===== src/rtl/hazard_stall_controller.sv =====
// Pipeline hazard/stall controller: load-use bubbles, taken-branch flushes, data-memory wait freeze.
// Optional macro HAZARD_STALL_COUNT_EN adds the StallCount output (cycles with PCWrite low).
module hazard_stall_controller_chk (
  input logic       clk,
  input logic       reset,
  input logic       PCWrite,
  input logic       ID_EX_Bubble,
  input logic       ID_EX_Flush,
  input logic       EX_MEM_Hold,
  input logic [1:0] State
);

  a_bubble_vs_flush: assert property (@(posedge clk) disable iff (!reset)
    !(ID_EX_Bubble && ID_EX_Flush));

  a_pc_vs_hold: assert property (@(posedge clk) disable iff (!reset)
    !(PCWrite && EX_MEM_Hold));

  a_state_legal: assert property (@(posedge clk) disable iff (!reset)
    State != 2'b10);

endmodule

module hazard_stall_controller #(
  parameter int unsigned LOAD_STALL_CYCLES = 1,
  parameter int unsigned MAX_MEM_WAIT      = 15
) (
  input  logic       clk,
  input  logic       reset,
  input  logic [4:0] ID_Rs,
  input  logic [4:0] ID_Rt,
  input  logic       ID_UsesRt,
  input  logic       ID_EX_MemRead,
  input  logic [4:0] ID_EX_Rt,
  input  logic       EX_BranchTaken,
  input  logic       MEM_Req,
  input  logic       MEM_Ready,
  output logic       PCWrite,
  output logic       IF_ID_Write,
  output logic       ID_EX_Bubble,
  output logic       IF_ID_Flush,
  output logic       ID_EX_Flush,
  output logic       EX_MEM_Hold,
  output logic       MemTimeout,
  output logic [1:0] State
`ifdef HAZARD_STALL_COUNT_EN
  ,
  output logic [15:0] StallCount
`endif
);

  typedef enum logic [1:0] {
    ST_RUN        = 2'b00,
    ST_LOAD_STALL = 2'b01,
    ST_UNUSED     = 2'b10,
    ST_MEM_WAIT   = 2'b11
  } state_e;

  localparam logic [1:0] STALL_INIT = 2'(LOAD_STALL_CYCLES - 1);
  localparam logic [7:0] WAIT_LIMIT = 8'(MAX_MEM_WAIT);

  state_e     state_q, state_d;
  logic [1:0] rem_q, rem_d;
  logic       ret_ls_q, ret_ls_d;
  logic [7:0] wait_q, wait_d;
  logic       timeout_q, timeout_d;

  logic       lu_s;
  logic       ms_s;
  logic [7:0] wait_inc_s;
  logic       pcw_s;
  logic       ifw_s;
  logic       bubble_s;
  logic       if_flush_s;
  logic       ex_flush_s;
  logic       hold_s;

  assign lu_s = ID_EX_MemRead && (ID_EX_Rt != 5'd0) &&
                ((ID_EX_Rt == ID_Rs) || (ID_UsesRt && (ID_EX_Rt == ID_Rt)));
  assign ms_s = MEM_Req && !MEM_Ready;
  assign wait_inc_s = (wait_q == 8'hFF) ? 8'hFF : (wait_q + 8'd1);

  // Next-state and stage-control decode; memory stall outranks everything.
  always_comb begin
    state_d    = state_q;
    rem_d      = rem_q;
    ret_ls_d   = ret_ls_q;
    wait_d     = wait_q;
    timeout_d  = timeout_q;
    pcw_s      = 1'b0;
    ifw_s      = 1'b0;
    bubble_s   = 1'b0;
    if_flush_s = 1'b0;
    ex_flush_s = 1'b0;
    hold_s     = 1'b0;
    case (state_q)
      ST_RUN: begin
        if (ms_s) begin
          hold_s   = 1'b1;
          state_d  = ST_MEM_WAIT;
          ret_ls_d = 1'b0;
          wait_d   = 8'd0;
        end else if (EX_BranchTaken) begin
          pcw_s      = 1'b1;
          ifw_s      = 1'b1;
          if_flush_s = 1'b1;
          ex_flush_s = 1'b1;
        end else if (lu_s) begin
          bubble_s = 1'b1;
          if (STALL_INIT != 2'd0) begin
            state_d = ST_LOAD_STALL;
            rem_d   = STALL_INIT;
          end else begin
            state_d = ST_RUN;
          end
        end else begin
          pcw_s = 1'b1;
          ifw_s = 1'b1;
        end
      end
      ST_LOAD_STALL: begin
        if (ms_s) begin
          hold_s   = 1'b1;
          state_d  = ST_MEM_WAIT;
          ret_ls_d = 1'b1;
          wait_d   = 8'd0;
        end else begin
          bubble_s = 1'b1;
          rem_d    = rem_q - 2'd1;
          if (rem_q <= 2'd1) begin
            state_d = ST_RUN;
          end else begin
            state_d = ST_LOAD_STALL;
          end
        end
      end
      ST_MEM_WAIT: begin
        // Only MEM_Ready releases the freeze, even after a timeout.
        if (MEM_Ready) begin
          pcw_s   = 1'b1;
          ifw_s   = 1'b1;
          wait_d  = 8'd0;
          if (ret_ls_q) begin
            state_d = ST_LOAD_STALL;
          end else begin
            state_d = ST_RUN;
          end
        end else begin
          hold_s = 1'b1;
          wait_d = wait_inc_s;
          if (wait_inc_s == WAIT_LIMIT) begin
            timeout_d = 1'b1;
          end else begin
            timeout_d = timeout_q;
          end
        end
      end
      default: begin
        state_d  = ST_RUN;
        rem_d    = 2'd0;
        ret_ls_d = 1'b0;
        wait_d   = 8'd0;
      end
    endcase
  end

  // State, counters and sticky timeout flag.
  always_ff @(posedge clk or negedge reset) begin
    if (!reset) begin
      state_q   <= ST_RUN;
      rem_q     <= 2'd0;
      ret_ls_q  <= 1'b0;
      wait_q    <= 8'd0;
      timeout_q <= 1'b0;
    end else begin
      state_q   <= state_d;
      rem_q     <= rem_d;
      ret_ls_q  <= ret_ls_d;
      wait_q    <= wait_d;
      timeout_q <= timeout_d;
    end
  end

  // Controls are decoded in-cycle; reset masks them asynchronously.
  assign PCWrite      = reset & pcw_s;
  assign IF_ID_Write  = reset & ifw_s;
  assign ID_EX_Bubble = reset & bubble_s;
  assign IF_ID_Flush  = reset & if_flush_s;
  assign ID_EX_Flush  = reset & ex_flush_s;
  assign EX_MEM_Hold  = reset & hold_s;
  assign MemTimeout   = timeout_q;
  assign State        = state_q;

`ifdef HAZARD_STALL_COUNT_EN
  logic [15:0] stall_cnt_q;

  // Saturating count of cycles in which the PC was held.
  always_ff @(posedge clk or negedge reset) begin
    if (!reset) begin
      stall_cnt_q <= 16'd0;
    end else if (!pcw_s && (stall_cnt_q != 16'hFFFF)) begin
      stall_cnt_q <= stall_cnt_q + 16'd1;
    end else begin
      stall_cnt_q <= stall_cnt_q;
    end
  end

  assign StallCount = stall_cnt_q;
`endif

  hazard_stall_controller_chk u_chk (
    .clk         (clk),
    .reset       (reset),
    .PCWrite     (PCWrite),
    .ID_EX_Bubble(ID_EX_Bubble),
    .ID_EX_Flush (ID_EX_Flush),
    .EX_MEM_Hold (EX_MEM_Hold),
    .State       (State)
  );

endmodule


===== config.mk =====
export PLATFORM = sky130hd
export DESIGN_NAME = hazard_stall_controller
export DESIGN_NICKNAME = d
export VERILOG_FILES = /design/src/rtl/hazard_stall_controller.sv
export SDC_FILE = /design/constraint.sdc
export NUM_CORES = 1
export LEC_CHECK = 0
export ABC_AREA = 1
export BUFFER_PORTS_ARGS = -buffer_cell sky130_fd_sc_hd__buf_2
export CAP_MARGIN = 20
export CORE_ASPECT_RATIO = 0.75
export CORE_UTILIZATION = 47
export CTS_CLUSTER_SIZE = 8
export DETAILED_ROUTE_END_ITERATION = 8
export PLACE_DENSITY = 0.75
export SLEW_MARGIN = 0
export SYNTH_ARGS = -nofsm -noshare
export SYNTH_HDL_FRONTEND = slang
export SYNTH_SLANG_ARGS = --single-unit

===== constraint.sdc =====
create_clock -name clk -period 1.45 [get_ports clk]
set_clock_uncertainty 0.05 [all_clocks]
set_input_delay 0.145 -clock clk [delete_from_list [all_inputs] [get_ports clk]]
set_output_delay 0.145 -clock clk [all_outputs]
set_load 0.03 [all_outputs]

==> out/metrics.csv, run 1 <==
stage,metric,value,unit
critical_path,required time of the critical path,1.25,ns
synth,"Net Count, Synth",211,
run,maximum capacitance violations,0,
grt,vias in the first global route,1459,
floorplanning,Die X-Extent,60.0,microns
synth,Synth cell types,27,
detailed_routing,Remaining DRCs,0,
placement,pre-CTS WS,-0.0884,ns
clock_network,clk slew on worst S/H paths,0.10,ns
sta,Tcrit/Tclk final,1.32,
sta,fin crit period,1.92,ns
sta,Final Slew Violations,0,
detailed_routing,average vias per placed instance,5.70,
synth,Syn Inst Count,183,
synth,sequential fraction of the synthesis area,0.295,
min_path,Hold Path Cell Cnt,5,
detailed_routing,DRT Pass-1 Iters,5,
clock_network,CTS tree,yes,
synth,Mapped Area,1190,sq um
power_and_ir_drop,worst IR drop on VDD,1.17,mV
detailed_routing,via total after detailed routing,1589,
grt,largest net degree at the start of global routing,15,
floorplanning,Boundary Pins,31,
layout,post-layout net count,274,
clock_network,Clock Latency Late Sink,0.29,ns
power_and_ir_drop,Lkg Pwr,0.997,nW
sta,slew at the pin closest to its max-slew limit,0.663,ns
critical_path,CP Class,flop to primary output,
power_and_ir_drop,pwr dens,1290,nW/um^2
floorplanning,cell row count,15,
detailed_routing,initial drt markers,155,
grt,gr usage total,0.311,
critical_path,Worst Setup End Kind,primary output,
critical_path,crit path DAT,1.72,ns
detailed_routing,post-route ant nets,0,
layout,post-route core utilization,0.810,
grt,gr ovfl total,0,
synth,Synth warnings,0,
layout,area grow syn2layout,60.0,%
grt,initial antenna violation count,0,
sta,Fin Hold WS,0.296,ns
sta,final hold violations,0,
clock_network,CTS Root Cell,clkbuf_4,
floorplanning,Die Y,45.5,microns
floorplanning,Initial Utilization,0.506,
grt,first-pass GRT wire length,6140,microns
clock_network,H-Tree Depth,1,
sta,final setup fails,17,
placement,GPL Wtd Cong,0.808,
sta,Slew headroom,0.557,
layout,fin area,1900,sq um
critical_path,crit path max fanout,3,
clock_network,CTS Buf Count,3,
clock_network,clock sink count,14,
sta,setup slack after layout,-0.469,ns
placement,area of placed instances,1600,sq um
placement,port buffer count,30,
critical_path,crit start category,flop,
detailed_routing,Avg WL per Cell,17.1,microns
sta,RSZ-0062 raised after global routing,true,
outcome,failing checks,setup timing,
layout,antenna cells,0,
placement,hpwl dp,2620,microns
min_path,worst hold path class,input port to flop,
critical_path,R2R depth,8,
synth,average cell area after synthesis,6.49,sq um
floorplanning,Die Area,2730,sq um
synth,"FF+latch count, synth",14,
synth,Synth Flop Type,dfrtp_1,
clock_network,Clock Path Buffers,2,
synth,"EDFF count, synth",0,
layout,layout cells sized above 1,0.449,
synth,Synth async-reset ratio,1.00,
power_and_ir_drop,"Power, Total",2.45,mW
floorplanning,CORE AREA,2350,sq um
detailed_routing,detailed-route wire length,4770,microns
outcome,outcome,"finished, violations left",
sta,fmax,0.521,GHz
==> worst max-delay path, cell delays in order (launching register included) <==
cell      delay [ns]
dfrtp_2         0.42
ha_1            0.21
inv_1           0.09
nor2_2          0.14
inv_2           0.09
a211oi_4        0.32
buf_6           0.18
==> synthesized netlist by cell type, types with 2 or more instances <==
cell | instances | share of area
a21oi_1 | 3 | 0.013
buf_4 | 2 | 0.013
dfrtp_1 | 14 | 0.30
ha_1 | 6 | 0.063
inv_1 | 33 | 0.10
inv_2 | 3 | 0.0095
nand2_1 | 54 | 0.17
nand2_2 | 2 | 0.011
nand3_1 | 16 | 0.067
nand3b_1 | 2 | 0.013
nor2_1 | 16 | 0.051
nor2_2 | 3 | 0.016
o21ai_0 | 9 | 0.038
o21ai_1 | 3 | 0.013
o22ai_1 | 3 | 0.016
xor2_1 | 3 | 0.022
==> through the flow <==
| stage | instances | TNS (ns) |
|---|---|---|
| after floorplan | 183 | -0.773 |
| after global placement | 263 | -0.134 |
| after detailed placement | 263 | -0.422 |
| after CTS | 276 | -2.51 |
| after global routing | 279 | -4.52 |
| final | 279 | -3.91 |
==> area by class of cell <==
type,instances,area (sq um)
multi-input cells,131,881
repair buffers,60,447
fillers,135,447
flip-flops and latches,14,353
inverters,36,140
well taps,34,42.5
clock buffers,4,36.3
==> what timing repair did <==
item	4_1_cts	5_1_grt
gates resized for setup	29	19
setup endpoints to repair	14	19
pin swaps	3	4
setup buffers	8	3
hold buffers	1	0
endpoints found under the hold margin	14	0
==> routing by layer <==
layer  part of all wire  track usage  routed length [microns]  vias to the layer above
met5                  0            0                        0                        -
met4              0.068        0.121                      325                        0
met3              0.090       0.0597                      430                       52
met2               0.49        0.584                     2320                      128
met1               0.35        0.348                     1690                      711
li1                   -            -                        -                      698
==> cells by family (layout without fill, tap and decap cells) <==
| family | Yosys count | count (layout) | share of synthesized area |
|---|---|---|---|
| and+or+nand+nor | 100 | 100 | 0.388 |
| buffers and inverters | 38 | 100 | 0.126 |
| AOI/OAI and AO/OA | 21 | 21 | 0.0980 |
| DFF | 14 | 14 | 0.295 |
| adders and majority gates | 6 | 6 | 0.0632 |
| xor gates and xnor gates | 4 | 4 | 0.0295 |
==> power by group <==
group | switching, mW | internal, mW
Combinational | 0.897 | 0.768
Clock | 0.145 | 0.153
Sequential | 0.0477 | 0.443
Total | 1.09 | 1.36
==> path summary, 6_finish.rpt <==
kind,startpoint,endpoint,slack (ns)
min reg2reg,ret_ls_q$_DFFE_PN0P_,ret_ls_q$_DFFE_PN0P_,0.47
min in group asynchronous,reset,wait_q[1]$_DFFE_PN0P_,0.52
max reg2reg,wait_q[2]$_DFFE_PN0P_,MemTimeout$_DFFE_PN0P_,-0.30
min,MEM_Ready,wait_q[7]$_DFFE_PN0P_,0.30
max in group asynchronous,reset,State[1]$_DFFE_PN0P_,0.36
max,State[1]$_DFFE_PN0P_,EX_MEM_Hold,-0.47
==> placed cells by master (no fill, tap or decap), types with 2 or more instances in the layout <==
| cell | synthesis | final |
|---|---|---|
| nor2_4 | 0 | 2 |
| nor2_1 | 16 | 14 |
| buf_4 | 2 | 23 |
| ha_1 | 6 | 3 |
| nand2_1 | 54 | 47 |
| buf_2 | 0 | 24 |
| nand2_8 | 0 | 2 |
| dfrtp_2 | 0 | 2 |
| o21ai_1 | 3 | 4 |
| nand3_1 | 16 | 12 |
| nand2_2 | 2 | 7 |
| nand3_2 | 1 | 4 |
| a21oi_4 | 0 | 2 |
| ha_4 | 0 | 2 |
| clkbuf_4 | 0 | 3 |
| inv_4 | 0 | 2 |
| inv_2 | 3 | 7 |
| nor2_2 | 3 | 3 |
| inv_1 | 33 | 27 |
| nand3_4 | 1 | 2 |
| nand3b_1 | 2 | 2 |
| o22ai_2 | 0 | 3 |
| o21ai_2 | 0 | 3 |
| buf_6 | 0 | 11 |
| dfrtp_1 | 14 | 12 |
| o21ai_0 | 9 | 4 |
| xor2_1 | 3 | 3 |
==> registers in the layout (all words and copies together) (netlist names) <==
register / flops
wait_q: 8
MemTimeout: 1
ret_ls_q: 1
State: 2
rem_q: 2
Power figures use the tool's default switching activity.
==> run 2, diff against run 1 <==
- CELL_PAD_IN_SITES_DETAIL_PLACEMENT: not set -> 1
- CELL_PAD_IN_SITES_GLOBAL_PLACEMENT: not set -> 1
- CORE_UTILIZATION: 47 -> 32
- PLACE_DENSITY: 0.75 -> not set
- PLACE_DENSITY_LB_ADDON: not set -> 0.1
==> out/metrics.csv, run 2 (synthesized netlist as in run 1, its figures left out) <==
stage,metric,value,unit
detailed_routing,metal3 WL,147,microns
critical_path,CP Cell Sequence,"inv_4, buf_6, ha_4, inv_4, nand2_4, nand2_2, a211oi_4, buf_6",
layout,FF/Latch Area,354,sq um
sta,setup slack after layout,-0.344,ns
layout,antenna cells,0,
floorplanning,Initial Utilization,0.347,
detailed_routing,DR WL met2,2290,microns
sta,final hold violations,0,
min_path,WHS Endpoint,wait_q[6]$_DFFE_PN0P_,
floorplanning,Die Area,3960,sq um
critical_path,R2R depth,9,
min_path,HP Start,MEM_Ready,
critical_path,R2R setup slack,-0.08,ns
critical_path,reg2reg end,State[0]$_DFFE_PN0P_,
layout,number of fill cells,451,
critical_path,CP max stage cell,dfrtp_2,
placement,pre-CTS WS,-0.127,ns
clock_network,CTS Buf Count,3,
detailed_routing,Avg WL per Cell,15.1,microns
sta,RSZ-0062 raised after global routing,true,
layout,most frequent cells in the layout,"nand2_1, inv_1, buf_2, buf_4, buf_6",
sta,fmax,0.558,GHz
detailed_routing,initial drt markers,28,
grt,first-pass GRT wire length,6920,microns
power_and_ir_drop,Lkg Pwr,1.02,nW
critical_path,crit path buf inv count,4,
clock_network,clk slew on worst S/H paths,0.06,ns
floorplanning,CORE AREA,3420,sq um
floorplanning,Boundary Pins,31,
sta,setup TNS,-1.96,ns
clock_network,H-Tree Depth,1,
detailed_routing,detailed-route wire length,4450,microns
critical_path,required time of the critical path,1.25,ns
power_and_ir_drop,Psw,1.07,mW
power_and_ir_drop,clock power share,0.153,
critical_path,Worst Setup End Kind,primary output,
detailed_routing,DRT met1 WL,1960,microns
outcome,outcome,"finished, violations left",
power_and_ir_drop,pwr dens,1290,nW/um^2
placement,hpwl dp,3230,microns
grt,initial antenna violation count,0,
critical_path,crit path DAT,1.60,ns
critical_path,crit path max fanout,4,
detailed_routing,average vias per placed instance,4.86,
detailed_routing,DRT Pass-1 Iters,4,
sta,final setup fails,15,
run,maximum capacitance violations,0,
critical_path,CP Class,flop to primary output,
critical_path,crit start category,flop,
layout,"commonest non-fill, non-tap cell in the layout",nand2_1,
clock_network,CTS Root Cell,clkbuf_8,
floorplanning,Die X-Extent,72.3,microns
detailed_routing,post-route ant nets,0,
sta,slew at the pin closest to its max-slew limit,0.434,ns
clock_network,CTS tree,yes,
detailed_routing,Remaining DRCs,0,
critical_path,r2r startpoint,State[1]$_DFFE_PN0P_,
grt,gr usage total,0.237,
critical_path,"Largest stage delay, worst path",0.43,ns
power_and_ir_drop,worst IR drop on VDD,0.874,mV
power_and_ir_drop,Sw Share,0.424,
detailed_routing,DR top layer,met4,
floorplanning,cell row count,18,
layout,post-layout net count,274,
sta,fin crit period,1.79,ns
sta,Slew headroom,0.708,
layout,max reg flops,8,
detailed_routing,via total after detailed routing,1434,
sta,Final Slew Violations,0,
clock_network,Clock Latency Late Sink,0.25,ns
clock_network,Clock Path Buffers,2,
layout,Largest Register,wait_q,
sta,Tcrit/Tclk final,1.24,
power_and_ir_drop,combinational share of power,0.653,
layout,area of the multi-input gates,903,sq um
layout,layout cells sized above 1,0.473,
placement,port buffer count,30,
power_and_ir_drop,sequential share of power,0.194,
min_path,worst hold path class,input port to flop,
power_and_ir_drop,Internal,1.46,mW
placement,GPL Wtd Cong,0.781,
critical_path,Worst path top cell family by delay,flip-flops,
min_path,Hold Path Cell Cnt,5,
grt,vias in the first global route,1513,
grt,largest net degree at the start of global routing,15,
floorplanning,Die Y,54.8,microns
layout,area grow syn2layout,65.3,%
clock_network,clock sink count,14,
grt,gr ovfl total,0,
layout,post-route core utilization,0.573,
outcome,failing checks,setup timing,
==> run 2: cell counts in the layout (fill, tap and decap cells not counted) <==
No cell type changed its count.
==> run 2: worst register-to-register path: stages (launching register included) <==
cell and delay (ns):
dfrtp_2 0.43, inv_4 0.09, buf_6 0.10, ha_4 0.14, buf_4 0.11, buf_6 0.09, nand3b_1 0.15, a31oi_4 0.17
nand3_1 0.08, nand2_1 0.06
==> run 2: power by group through the flow <==
| stage | logic, mW | clock network (mW) | registers [mW] |
|---|---|---|---|
| floorplan | 0.620 | 0 | 0.537 |
| global placement | 1.09 | 0 | 0.499 |
| detailed placement | 1.14 | 0 | 0.504 |
| CTS | 1.48 | 0.395 | 0.489 |
| global route | 1.77 | 0.417 | 0.498 |
| finish | 1.65 | 0.386 | 0.492 |
==> run 2: repair_timing <==
item | 4_1_cts | 5_1_grt
hold buffers | 1 | 0
cloned | 0 | 0
setup buffers | 5 | 2
resized for setup | 38 | 23
pin swaps | 6 | 5
hold endpoints to repair | 14 | 0
setup endpoints to repair | 14 | 19
==> run 2: worst max path at each step <==
stage | slack, ns | start | depth (start not counted) | endpoint
3_5_place_dp | -0.13 | State[1]$_DFFE_PN0P_ | 9 | PCWrite
2_1_floorplan | -0.25 | State[1]$_DFFE_PN0P_ | 9 | PCWrite
5_1_grt | -0.41 | State[0]$_DFFE_PN0P_ | 9 | PCWrite
6_report | -0.34 | State[1]$_DFFE_PN0P_ | 8 | EX_MEM_Hold
4_1_cts | -0.32 | State[1]$_DFFE_PN0P_ | 8 | EX_MEM_Hold
3_3_place_gp | -0.07 | State[1]$_DFFE_PN0P_ | 7 | EX_MEM_Hold
==> run 2: layer usage <==
layer | up-vias | track usage
li1 | 694 | -
met1 | 702 | 0.278
met2 | 32 | 0.466
met3 | 6 | 0.0387
met4 | 0 | 0.0458
met5 | - | 0
==> run 2: layout make-up <==
| class | count | area share |
|---|---|---|
| multi-input cells | 131 | 0.460 |
| repair buffers | 60 | 0.227 |
| flip-flops and latches | 14 | 0.180 |
| inverters | 36 | 0.0727 |
| well taps | 50 | 0.0319 |
| clock buffers | 4 | 0.0280 |
==> run 2: through the flow <==
| stage | hold slack, ns | cell area, sq um | total power [mW] | cells |
|---|---|---|---|---|
| after detailed placement | 0.115 | 1640 | 1.64 | 284 |
| after CTS | 0.313 | 1890 | 2.36 | 294 |
| after global routing | 0.371 | 1960 | 2.69 | 295 |
| after floorplan | -0.201 | 1280 | 1.16 | 183 |
| final | 0.334 | 1960 | 2.53 | 295 |
| after global placement | 0.117 | 1640 | 1.58 | 284 |
==> run 3, diff against run 2 <==
- BUFFER_PORTS_ARGS: -buffer_cell sky130_fd_sc_hd__buf_2 -> not set
- CORE_UTILIZATION: 32 -> 38
- DONT_BUFFER_PORTS: not set -> 1
==> out/metrics.csv, run 3 (synthesized netlist as in run 1, its figures left out) <==
stage,metric,value,unit
critical_path,R2R depth,9,
clock_network,Clock Latency Late Sink,0.25,ns
min_path,Hold Path Cell Cnt,4,
floorplanning,Initial Utilization,0.402,
power_and_ir_drop,"Power, Total",2.32,mW
detailed_routing,initial drt markers,35,
layout,most frequent cells in the layout,"nand2_1, inv_1, buf_4, nand3_1, nor2_1",
power_and_ir_drop,combinational share of power,0.637,
critical_path,Worst Setup End Kind,primary output,
power_and_ir_drop,Psw,1.01,mW
floorplanning,cell row count,17,
placement,port buffer count,0,
floorplanning,Die Area,3350,sq um
sta,fin crit period,1.80,ns
layout,antenna cells,0,
critical_path,CP Class,flop to primary output,
min_path,worst hold path class,input port to flop,
placement,GPL Wtd Cong,0.836,
critical_path,crit start category,flop,
power_and_ir_drop,clock power share,0.148,
floorplanning,CORE AREA,2960,sq um
sta,slew at the pin closest to its max-slew limit,0.706,ns
floorplanning,Boundary Pins,31,
power_and_ir_drop,worst IR drop on VDD,0.626,mV
detailed_routing,post-route ant nets,0,
clock_network,CTS Buf Count,3,
grt,largest net degree at the start of global routing,15,
power_and_ir_drop,Internal,1.31,mW
outcome,failing checks,setup timing,
sta,RSZ-0062 raised after global routing,true,
outcome,outcome,"finished, violations left",
sta,Tcrit/Tclk final,1.24,
sta,final setup fails,15,
placement,hpwl dp,2960,microns
floorplanning,Die X-Extent,66.5,microns
critical_path,crit path max fanout,4,
clock_network,clock sink count,14,
clock_network,H-Tree Depth,1,
critical_path,crit path DAT,1.60,ns
layout,post-layout net count,246,
clock_network,CTS Root Cell,clkbuf_8,
critical_path,required time of the critical path,1.25,ns
power_and_ir_drop,pwr dens,1320,nW/um^2
clock_network,clk slew on worst S/H paths,0.06,ns
sta,Slew headroom,0.528,
sta,Final Slew Violations,0,
clock_network,CTS tree,yes,
detailed_routing,detailed-route wire length,4130,microns
sta,final hold violations,0,
sta,fmax,0.556,GHz
grt,initial antenna violation count,0,
power_and_ir_drop,sequential share of power,0.215,
sta,Fin Hold WS,0.188,ns
detailed_routing,Avg WL per Cell,16.2,microns
power_and_ir_drop,Sw Share,0.436,
layout,"commonest non-fill, non-tap cell in the layout",nand2_1,
detailed_routing,Remaining DRCs,0,
layout,area grow syn2layout,47.7,%
detailed_routing,DRT Pass-1 Iters,4,
grt,first-pass GRT wire length,6780,microns
grt,vias in the first global route,1448,
sta,setup slack after layout,-0.349,ns
floorplanning,Die Y,50.4,microns
layout,layout cells sized above 1,0.373,
grt,gr usage total,0.274,
power_and_ir_drop,Lkg Pwr,0.891,nW
layout,max reg flops,8,
grt,gr ovfl total,0,
detailed_routing,average vias per placed instance,5.20,
detailed_routing,via total after detailed routing,1325,
layout,Largest Register,wait_q,
run,maximum capacitance violations,0,
clock_network,Clock Path Buffers,2,
==> run 3: area by class of cell <==
class	instances	area (sq um)
Tap cell	38	47.5
Multi-Input combinational cell	131	875
Clock buffer	4	45.0
Inverter	36	145
Sequential cell	14	354
Fill cell	372	1200
Timing Repair Buffer	32	288
==> run 3: per-layer routing <==
layer | track usage | routed length (microns)
met5 | 0 | 0
met4 | 0.0922 | 78
met3 | 0.0727 | 232
met2 | 0.451 | 2000
met1 | 0.344 | 1820
==> run 3: worst paths after layout <==
check                                      from                endpoint  slack, ns
max in group asynchronous                 reset   wait_q[2]$_DFFE_PN0P_       0.52
hold reg to reg            rem_q[0]$_DFFE_PN0P_    rem_q[0]$_DFFE_PN0P_       0.47
setup reg to reg           State[0]$_DFFE_PN0P_  MemTimeout$_DFFE_PN0P_      -0.11
hold / removal                        MEM_Ready   wait_q[6]$_DFFE_PN0P_       0.19
min in group asynchronous                 reset    rem_q[1]$_DFFE_PN0P_       0.34
setup / recovery           State[1]$_DFFE_PN0P_             IF_ID_Write      -0.35
==> run 3: stage by stage <==
step	setup TNS, ns	cells	util	setup slack (ns)	area, sq um
6_report	-2.27	255	0.593	-0.349	1750
5_1_grt	-3.24	255	0.593	-0.406	1750
4_1_cts	-2.48	253	0.569	-0.383	1680
3_5_place_dp	-1.02	245	0.520	-0.106	1540
3_3_place_gp	-0.404	245	0.520	-0.0867	1540
2_1_floorplan	-0.773	183	-	-0.251	1280
==> run 3: critical path, stage by stage (launching register included) <==
cell     delay, ns
dfrtp_2       0.44
inv_4         0.09
ha_4          0.15
inv_4         0.05
nor2_4        0.08
nand2_2       0.08
o21ai_1       0.08
inv_1         0.08
a21oi_4       0.15
buf_12        0.16
==> run 3: timing repair <==
item / 4_1_cts / 5_1_grt
hold endpoints to repair: 14 / 0
setup buffers: 3 / 2
hold buffers: 1 / 0
endpoints found under the setup margin: 17 / 19
resized for setup: 22 / 15
pin swaps: 8 / 5
==> run 3: power groups by stage <==
stage                     Combinational [mW]  Clock [mW]  Sequential, mW
after floorplan                        0.620           0           0.537
after global placement                  1.11           0           0.501
after detailed placement                1.16           0           0.506
after CTS                               1.35       0.349           0.493
after global routing                    1.58       0.358           0.505
final                                   1.48       0.343           0.498
